### src/rtl/ram_sync_param.sv
`default_nettype none
// ============================================================================
// ram_sync_param : parametrised single-port RAM, registered read, zero-fill
// Revision       : 1.0
// ============================================================================
module ram_sync_param #(
   parameter int                  DATA_WIDTH = 4,
   parameter int                  ADDR_WIDTH = 4,
   parameter logic [DATA_WIDTH-1:0] INIT_VALUE = '0
) (
   input  logic                  Clk,
   input  logic                  Reset,
   input  logic                  WR,
   input  logic                  RD,
   input  logic [ADDR_WIDTH-1:0] Address,
   input  logic [DATA_WIDTH-1:0] Data,
   input  logic                  Clear,
   output logic [DATA_WIDTH-1:0] Output,
   output logic                  Valid,
   output logic                  Busy,
   output logic                  Dropped
);

   localparam int                  DEPTH       = 2 ** ADDR_WIDTH;
   localparam logic [ADDR_WIDTH-1:0] c_LAST_ADDR = '1;

   typedef enum logic [0:0] {
      ST_FILL = 1'b0,
      ST_IDLE = 1'b1
   } state_t;

   state_t                  state_q, state_d;
   logic [ADDR_WIDTH-1:0]   fill_ptr_q, fill_ptr_d;
   logic [DATA_WIDTH-1:0]   out_q, out_d;
   logic                    valid_q, valid_d;
   logic                    dropped_q, dropped_d;
   logic [DATA_WIDTH-1:0]   mem_q [DEPTH];

   logic                    w_accept;
   logic                    w_mem_we;
   logic [ADDR_WIDTH-1:0]   w_mem_addr;
   logic [DATA_WIDTH-1:0]   w_mem_wdata;

   // A Clear edge in IDLE belongs to the sequencer, so user access is refused.
   assign w_accept = (state_q == ST_IDLE) && !Clear;

   always_comb begin
      state_d     = state_q;
      fill_ptr_d  = fill_ptr_q;
      out_d       = out_q;
      valid_d     = 1'b0;
      dropped_d   = (WR || RD) && !w_accept;
      w_mem_we    = 1'b0;
      w_mem_addr  = Address;
      w_mem_wdata = Data;
      case (state_q)
         ST_FILL: begin
            w_mem_we    = 1'b1;
            w_mem_addr  = fill_ptr_q;
            w_mem_wdata = INIT_VALUE;
            fill_ptr_d  = fill_ptr_q + 1'b1;
            if (fill_ptr_q == c_LAST_ADDR) begin
               state_d = ST_IDLE;
            end
         end
         default: begin
            if (Clear) begin
               state_d    = ST_FILL;
               fill_ptr_d = '0;
            end else begin
               w_mem_we = WR;
               if (RD) begin
                  out_d   = mem_q[Address];
                  valid_d = 1'b1;
               end
            end
         end
      endcase
   end

   always_ff @(posedge Clk) begin
      if (Reset) begin
         state_q    <= ST_FILL;
         fill_ptr_q <= '0;
         out_q      <= '0;
         valid_q    <= 1'b0;
         dropped_q  <= 1'b0;
      end else begin
         state_q    <= state_d;
         fill_ptr_q <= fill_ptr_d;
         out_q      <= out_d;
         valid_q    <= valid_d;
         dropped_q  <= dropped_d;
      end
   end

   // Array has no reset; read-before-write falls out of the registered read.
   always_ff @(posedge Clk) begin
      if (!Reset && w_mem_we) begin
         mem_q[w_mem_addr] <= w_mem_wdata;
      end
   end

   assign Output  = out_q;
   assign Valid   = valid_q;
   assign Busy    = (state_q == ST_FILL) || Reset;
   assign Dropped = dropped_q;

endmodule
`default_nettype wire

### config.mk
export PLATFORM = sky130hd
export DESIGN_NAME = ram_sync_param
export DESIGN_NICKNAME = d
export VERILOG_FILES = /design/src/rtl/ram_sync_param.sv
export SDC_FILE = /design/constraint.sdc
export NUM_CORES = 1
export LEC_CHECK = 0
export ABC_AREA = 1
export CORE_MARGIN = 10
export CORE_UTILIZATION = 60
export DETAILED_ROUTE_END_ITERATION = 10
export HOLD_SLACK_MARGIN = 0.05
export MAX_ROUTING_LAYER = met4
export PLACE_DENSITY = 0.8
export SETUP_SLACK_MARGIN = 0.4
export SYNTH_ARGS = -nofsm -noshare
export SYNTH_HDL_FRONTEND = slang
export SYNTH_SLANG_ARGS = --single-unit
export TNS_END_PERCENT = 5
### constraint.sdc
create_clock -name Clk -period 4.9 [get_ports Clk]
set_clock_uncertainty 0.15 [all_clocks]
set_input_delay 0.49 -clock Clk [delete_from_list [all_inputs] [get_ports Clk]]
set_output_delay 0.49 -clock Clk [all_outputs]
set_load 0.01 [all_outputs]
======== After elaboration in Yosys (flattened, before gate mapping) ========
Memory sizes are Yosys's and may differ from the RTL's. A register that Yosys moved wholly into a read port is not among the register bits.
Index checks and enable logic that the tools add are counted.
cells by class
  $add $sub $neg .......................... 1
  equality and inequality tests ........... 2
  mux-type cells .......................... 12
  bitwise gates (word level) .............. 2
  reduce and logical (&&, ||, !) cells .... 10
operator list
  cell                                                           number
  4-bit 2-to-1 mux                                               4
  1-bit 2-to-1 mux                                               8
  4-bit by 1-bit adder with 4-bit output, second input constant  1
  4-bit equality test, second input constant                     1
  1-bit logical AND                                              3
  1-bit zero test                                                3
  3-bit AND reduction                                            1
  3-bit OR reduction                                             1
  1-bit logical OR                                               2
  2-bit inequality test, second input constant                   1
  1-bit NOT                                                      2
storage, ports and cells
  register bits after elaboration ......... 7
  RAM bits ................................ 64
  input port bits ......................... 13
  output and inout bits ................... 7
  logic and storage cells ................. 32
  memories kept ........................... 1
memory list
  memory  depth  bits a word  rd ports  clocked after memory_dff  write ports  RTL line  source
  mem_q   16     4            1         1                         1            37        logic [DATA_WIDTH-1:0] mem_q [DEPTH];

======== Depth between registers and ports, before layout ========
Gate-level depths: netlist (run 1).
  depth in word-level cells ............... 5
  depth in mapped cells ................... 11
  gate-level depth less buffers ........... 9

======== Worst setup path after synthesis (run 1) ========
No wires, ideal clock.
  path kind ............................... input port to flip-flop
  from .................................... in Address[0]
  to ...................................... mem mem_q[13][0], enable pin
  setup time .............................. 0.329 ns
  arrival ................................. 1.278 ns
  data required time ...................... 4.421 ns
  slack ................................... 3.143 ns
  stages .................................. 6
  buffers on the path ..................... 2
  cells stage by stage .................... buf_4 -> inv_4 -> buf_6 -> a21oi_2 -> nand2_1 -> nor2_1
between the ends
  word-level cells in the longest chain between the ends .. 1
ends and longest elaborated chain
  item                RTL line  source
  start: declaration  15        input logic [ADDR_WIDTH-1:0] Address,
  4-bit 2-to-1 mux    56        case (state_q)
  end: declaration    37
Every way passes these cells.

======== Worst setup path after layout (run 1) ========
  from .................................... in Reset
  to ...................................... out Busy
between the ends
  word-level cells in the longest chain between the ends .. 1
ends and longest elaborated chain
  item                RTL line  source
  start: declaration  12        input logic Reset,
  1-bit logical OR    106       assign Busy = (state_q == ST_FILL) || Reset;
  end: declaration    20        output logic Busy,
Every way passes these cells.

==> metrics.md, run 1 <==
| Metric | Value |
|---|---|
| Status | finished, final reports clean |
| Die area | 9042 sq um |
| Slew margin rel. | 0.5853 |
| Non-filler cells, final | 448 |
| CTS hold repair buffers | 0 |
| Vias | 2437 |
| Logic pwr share | 0.061 |
| Sum of net half-perimeters after detailed placement | 5346 um |
| Core area | 5473 sq um |
| I/O pin count | 20 |
| Effective utilization at floorplan | 0.6182 |
| FILL cells | 428 |
| Gr ovfl total | 0 |
| DP Cell Count | 432 |
| # clock sinks | 75 |
| Max incr delay on CP | 0.67 ns |
| Crit path launch | Reset |
| Clock Latency Late Sink | 0.34 ns |
| TNS Setup | 0 ns |
| Largest net degree at the start of global routing | 34 |
| Share of cells above drive strength 1 | 0.06915 |
| Clock power share | 0.382 |
| Min Tclk post-route | 2.708 ns |
| Worst slew pin tran | 0.6212 ns |
| DRT iter0 DRCs | 359 |
| CP max stage cell | clkdlybuf4s50_1 |
| P_leak | 1.605 nW |
| Std cell rows | 27 |
| Num CTS Buffers | 9 |
| H-Tree Depth | 3 |
| CTS tree | yes |
| Cells after Synth | 353 |
| Top-count cell post-synth | nand2_1 |
| First-pass GRT wire length | 11630 um |
| CTS resizes | 0 |
| HP Class | reg -> reg |
| Fmax achieved | 0.3692 GHz |
| Initial antenna violation count | 0 |
| Yosys warning count | 0 |
| # diodes | 0 |
| Synth area leader | edfxtp_1 |
| Reg power frac | 0.557 |
| Nets | 385 |
| Top cell type's share of synthesized area | 0.5680 |
| Most frequent CP cell | clkdlybuf4s50_1 |
| CP Launch Type | input pin |
| Clk root buf | clkbuf_8 |
| Post-synth top flop | edfxtp_1 |
| Crit path kind | in -> out |
| Final cycle utilization of the critical path | 0.5527 |
| Mapped Nets | 367 |
| FF-to-FF Start | state_q$_SDFF_PP0_ |
| Final Instance Area | 3767 sq um |
| Vias in the first global route | 2180 |
| Clk pin slew, worst setup/hold paths | 0.07 ns |
| Hold path start | fill_ptr_q[2]$_SDFFE_PP0P_ |
| EDFF count, synth | 64 |
| Finish-stage setup viols | 0 |
| Post-synth ARST share | 0 |
| P_int | 0.0009682 W |
| Switching Fraction | 0.2248 |
| Synth top area cells | edfxtp_1 57%, nand2_1 13%, nand3_1 7.1% |
| Gr usage total | 0.1801 |
| Pins Over Slew Limit | 0 |
| Total power | 0.001249 W |
| CP cell instances | clkdlybuf4s50_1 -> or2_2 -> clkdlybuf4s50_1 |
| Syn Std Cell Area | 3383 sq um |
| Die width | 95.09 um |
| First-pass iteration count of the detailed router | 5 |
| Placed Area | 3565 sq um |
| Routed length per placed instance | 16.88 um |
| Crit path arrival time | 2.07 ns |
| CTS Buffer Depth | 2 |
| Setup repair bufs after CTS | 0 |
| Post-synthesis cell type count | 26 |
| GP Congestion | 0.8625 |
| Worst-path maximum fanout | 13 |
| Net Switching | 0.0002807 W |
| WP data required | 4.26 ns |
| Seq/Total Area, Yosys | 0.6331 |
| Drt total wl | 7561 um |
| Max Cap Viol | 0 |
| Hold Vio Cnt, Final | 0 |
| Area Growth Syn to Fin | 11.35% |
| Most frequent cells after synthesis | 113 x nand2_1, 64 x edfxtp_1, 54 x inv_1 |
| Die extent in y | 95.09 um |
| Worst VDD drop | 0.2569 mV |
| Synthesis-stage register bit count | 75 |
| Vias/cell | 5.440 |
| PD cells | 331.5 nW/um^2 |
| RSZ-0062 raised after global routing | no |
| Synthesized area per cell | 9.584 sq um |
| Antenna Nets Post-Route | 0 |
| Port bufs | 19 |
| DRC violations left | 0 |
| Endpoint class of the critical path | primary output |
## cell families (layout without fill, tap and decap cells)
logic type / count (synthesis) / after routing / synth area share
adder cells (fa/ha/maj): 1 / 1 / 0.003698
AO/OA/AOI/OAI: 16 / 16 / 0.03217
flip-flops: 75 / 75 / 0.6331
buffers and inverters: 71 / 94 / 0.09652
AND/OR/NAND/NOR: 190 / 190 / 0.2345
## critical path: cells and delay by family
family	cells	cell delay (ns)
and+or+nand+nor	1	0.41
buffers and inverters	2	1.17
## layout make-up
cell class | instances | area [sq um] | area share
Clock buffer | 11 | 141.4 | 0.03753
Clock inverter | 5 | 61.31 | 0.01627
Inverter | 58 | 220.2 | 0.05845
Multi-Input combinational cell | 207 | 914.6 | 0.2428
Sequential cell | 75 | 2142 | 0.5686
Tap cell | 72 | 90.09 | 0.02391
Timing Repair Buffer | 20 | 197.7 | 0.05247
## placed cells by master (no fill, tap or decap)
cell type	n
a211oi_4	1
clkbuf_8	10
nor3b_1	1
a21oi_2	1
nand2_1	113
o21ai_0	1
ha_1	1
inv_1	54
edfxtp_1	64
a221oi_1	1
nor2_1	23
o21ai_2	1
dfxtp_1	11
clkdlybuf4s50_1	19
buf_4	1
inv_6	1
a21oi_1	9
nor3_1	1
nand3_1	48
nand2_2	1
inv_4	1
or2_2	1
a31oi_1	2
clkinvlp_4	3
clkbuf_1	1
bufinv_16	1
nand4_1	1
inv_2	3
nor2_4	1
## power by group through the flow
| stage | Combinational [W] | Clock [W] | Sequential [W] |
|---|---|---|---|
| final | 0.0000761 | 0.000477 | 0.000696 |
| after floorplan | 0.0000536 | 0 | 0.000708 |
| after global placement | 0.0000730 | 0 | 0.000709 |
| after detailed placement | 0.0000743 | 0 | 0.000710 |
| after global routing | 0.0000843 | 0.000518 | 0.000696 |
| after CTS | 0.0000749 | 0.000484 | 0.000695 |
## final timing paths
check | endpoint | slack, ns | cells after the start
worst min register to register | fill_ptr_q[2]$_SDFFE_PP0P_ | 0.36 | 2
worst min-delay path | fill_ptr_q[2]$_SDFFE_PP0P_ | 0.36 | 2
worst max-delay path | Busy | 2.19 | 3
worst max register to register | mem_q[8][3]$_DFFE_PP_ | 2.61 | 4
## through the flow
step           worst slack [ns]  hold WS (ns)    util
3_5_place_dp              2.113        0.3510  0.6513
2_1_floorplan             3.143        0.3240       -
5_1_grt                   2.096        0.4133  0.6884
3_3_place_gp              2.174        0.3493  0.6513
6_report                  2.192        0.3621  0.6884
4_1_cts                   2.202        0.3617  0.6884
## metal layers
layer  routed length (um)  part of all wire  track usage  vias to the layer above
li1                     -                 -            -                     1175
met1                 3173              0.42       0.2352                     1115
met2                 3436              0.45       0.2540                      134
met3                  815              0.11      0.06599                       13
met4                  135             0.018      0.05985                        0
met5                    0                 0            -                        -
## registers in the layout (all words and copies together) (netlist names)
register    cells
state_q         1
fill_ptr_q      4
Valid           1
Dropped         1
mem_q          64
Output          4
(Power assumes the default switching activity.)
==> run 2: changes to the inputs <==
Settings changed: CORE_UTILIZATION 60 to 53, PLACE_DENSITY 0.8 to 0.75.
Clock period 4.9 ns to 2.45 ns, I/O delays scaled along.
==> run 2 against run 1 <==
Against the previous run:
- cell count is 2.2% higher
- sequential share of layout area fell by 0.68 points
- combinational power grew 110%
- critical path type is now reg -> reg
- design area increased by 1.3%
- die area rose by 10%
- global-route usage down 3.2 points
- largest cell class unchanged
==> metrics.md, run 2 (synthesis results as in run 1) <==
| Metric | Value |
|---|---|
| P_leak | 1.638 nW |
| Slew margin rel. | 0.6122 |
| Clk root buf | clkbuf_8 |
| Port bufs | 19 |
| # diodes | 0 |
| Vias in the first global route | 2300 |
| Die area | 9979 sq um |
| Pins Over Slew Limit | 0 |
| CTS hold repair buffers | 0 |
| Routed length per placed instance | 14.84 um |
| Clock power share | 0.387 |
| Initial antenna violation count | 0 |
| Reg power frac | 0.550 |
| Largest net degree at the start of global routing | 33 |
| # clock sinks | 75 |
| Status | finished, final reports clean |
| TNS Setup | 0 ns |
| Worst-path maximum fanout | 10 |
| Most frequent cells in the layout | 113 x nand2_1, 64 x edfxtp_1, 54 x inv_1, 48 x nand3_1, 23 x nor2_1 |
| Most common cell after layout, fill and taps aside | nand2_1 |
| Crit path arrival time | 1.76 ns |
| P_int | 0.002007 W |
| PD cells | 662.7 nW/um^2 |
| Core area | 6277 sq um |
| CP Launch Type | flip-flop |
| Worst slew pin tran | 0.5810 ns |
| Vias | 2381 |
| Endpoint class of the critical path | flip-flop |
| Setup repair bufs after CTS | 0 |
| Max Cap Viol | 0 |
| Hold path start | fill_ptr_q[2]$_SDFFE_PP0P_ |
| Share of cells above drive strength 1 | 0.07612 |
| Worst VDD drop | 0.3914 mV |
| Non-filler cells, final | 458 |
| Final cycle utilization of the critical path | 0.7790 |
| HP Class | reg -> reg |
| Std cell rows | 29 |
| RSZ-0062 raised after global routing | no |
| FILL cells | 533 |
| Vias/cell | 5.199 |
| Sum of net half-perimeters after detailed placement | 4772 um |
| H-Tree Depth | 3 |
| GP Congestion | 0.9247 |
| Final Instance Area | 3815 sq um |
| Drt total wl | 6797 um |
| I/O pin count | 20 |
| Min Tclk post-route | 1.909 ns |
| Num CTS Buffers | 9 |
| Antenna Nets Post-Route | 0 |
| First-pass iteration count of the detailed router | 4 |
| DRC violations left | 0 |
| DP Cell Count | 443 |
| Area Growth Syn to Fin | 12.76% |
| Place WS | 0.2454 ns |
| Die width | 99.90 um |
| CTS Buffer Depth | 2 |
| Gr ovfl total | 0 |
| DRT iter0 DRCs | 157 |
| Largest Register | mem_q |
| PnR worst setup slack | 0.5414 ns |
| Die extent in y | 99.90 um |
| Clock Latency Late Sink | 0.34 ns |
| Net Switching | 0.0005211 W |
| WP data required | 2.30 ns |
| Logic pwr share | 0.063 |
| Fmax achieved | 0.5239 GHz |
| Hold Vio Cnt, Final | 0 |
| Nets | 391 |
| Clk pin slew, worst setup/hold paths | 0.07 ns |
| Effective utilization at floorplan | 0.5390 |
| FF-to-FF Start | state_q$_SDFF_PP0_ |
| Crit path launch | state_q$_SDFF_PP0_ |
| CTS resizes | 2 |
| Gr usage total | 0.1481 |
| Finish-stage setup viols | 0 |
| Crit path kind | reg -> reg |
| First-pass GRT wire length | 11250 um |
| Max FFs per register | 64 |
| CTS tree | yes |
| Switching Fraction | 0.2061 |
| Placed Area | 3616 sq um |
-- run 2: cell types whose count changed in the layout (fill, tap and decap cells not counted) --
cell and change:
clkbuf_1 +2, clkbuf_8 -1, dlygate4sd2_1 +1, buf_4 +6, inv_6 -1, clkinvlp_4 -3, clkinv_1 +1, clkdlybuf4s50_1 -1
bufinv_16 +1, dfxtp_2 +1, dfxtp_1 -1
-- run 2: metrics by stage --
stage                 util  hold WS, ns  power, W
detailed placement  0.5760       0.3590  0.001576
floorplan                -       0.2399  0.001524
finish              0.6077       0.3650  0.002528
global placement    0.5760       0.3382  0.001574
global route        0.6077       0.3788  0.002615
CTS                 0.6077       0.3668  0.002535
-- run 2: final cells by class --
| type | count | area (sq um) | area share |
|---|---|---|---|
| Sequential cell | 75 | 2143 | 0.5618 |
| Multi-Input combinational cell | 207 | 914.6 | 0.2398 |
| Timing Repair Buffer | 26 | 241.5 | 0.06330 |
| Inverter | 58 | 220.2 | 0.05772 |
| Clock buffer | 12 | 135.1 | 0.03542 |
| Tap cell | 77 | 96.34 | 0.02525 |
| Clock inverter | 3 | 63.81 | 0.01673 |
-- run 2: worst paths after layout --
kind,slack (ns),end,depth (start not counted)
setup / recovery,0.54,mem_q[0][3]$_DFFE_PP_,6
hold / removal,0.37,fill_ptr_q[2]$_SDFFE_PP0P_,2
setup reg to reg,0.54,mem_q[0][3]$_DFFE_PP_,6
hold reg to reg,0.37,fill_ptr_q[2]$_SDFFE_PP0P_,2
-- run 2: power by group through the flow --
stage | Sequential, W | Combinational, W | Clock (W)
6_report | 0.00139 | 0.000160 | 0.000978
5_1_grt | 0.00139 | 0.000177 | 0.00105
4_1_cts | 0.00139 | 0.000158 | 0.000987
3_5_place_dp | 0.00142 | 0.000158 | 0
3_3_place_gp | 0.00142 | 0.000156 | 0
2_1_floorplan | 0.00142 | 0.000107 | 0
-- run 2: routing by layer --
layer  part of all wire  global-route usage  up-vias
met2               0.46              0.2155       98
met5                  0                   -        -
li1                   -                   -     1182
met4              0.015             0.07718        0
met1               0.46              0.1937     1089
met3              0.070             0.02610       12
-- run 2: critical path: stages (launching register included) --
cell and delay [ns]:
dfxtp_2 0.39, buf_4 0.18, nor2_1 0.19, a21oi_2 0.07, inv_1 0.07, nand2_1 0.15
nor2_1 0.36
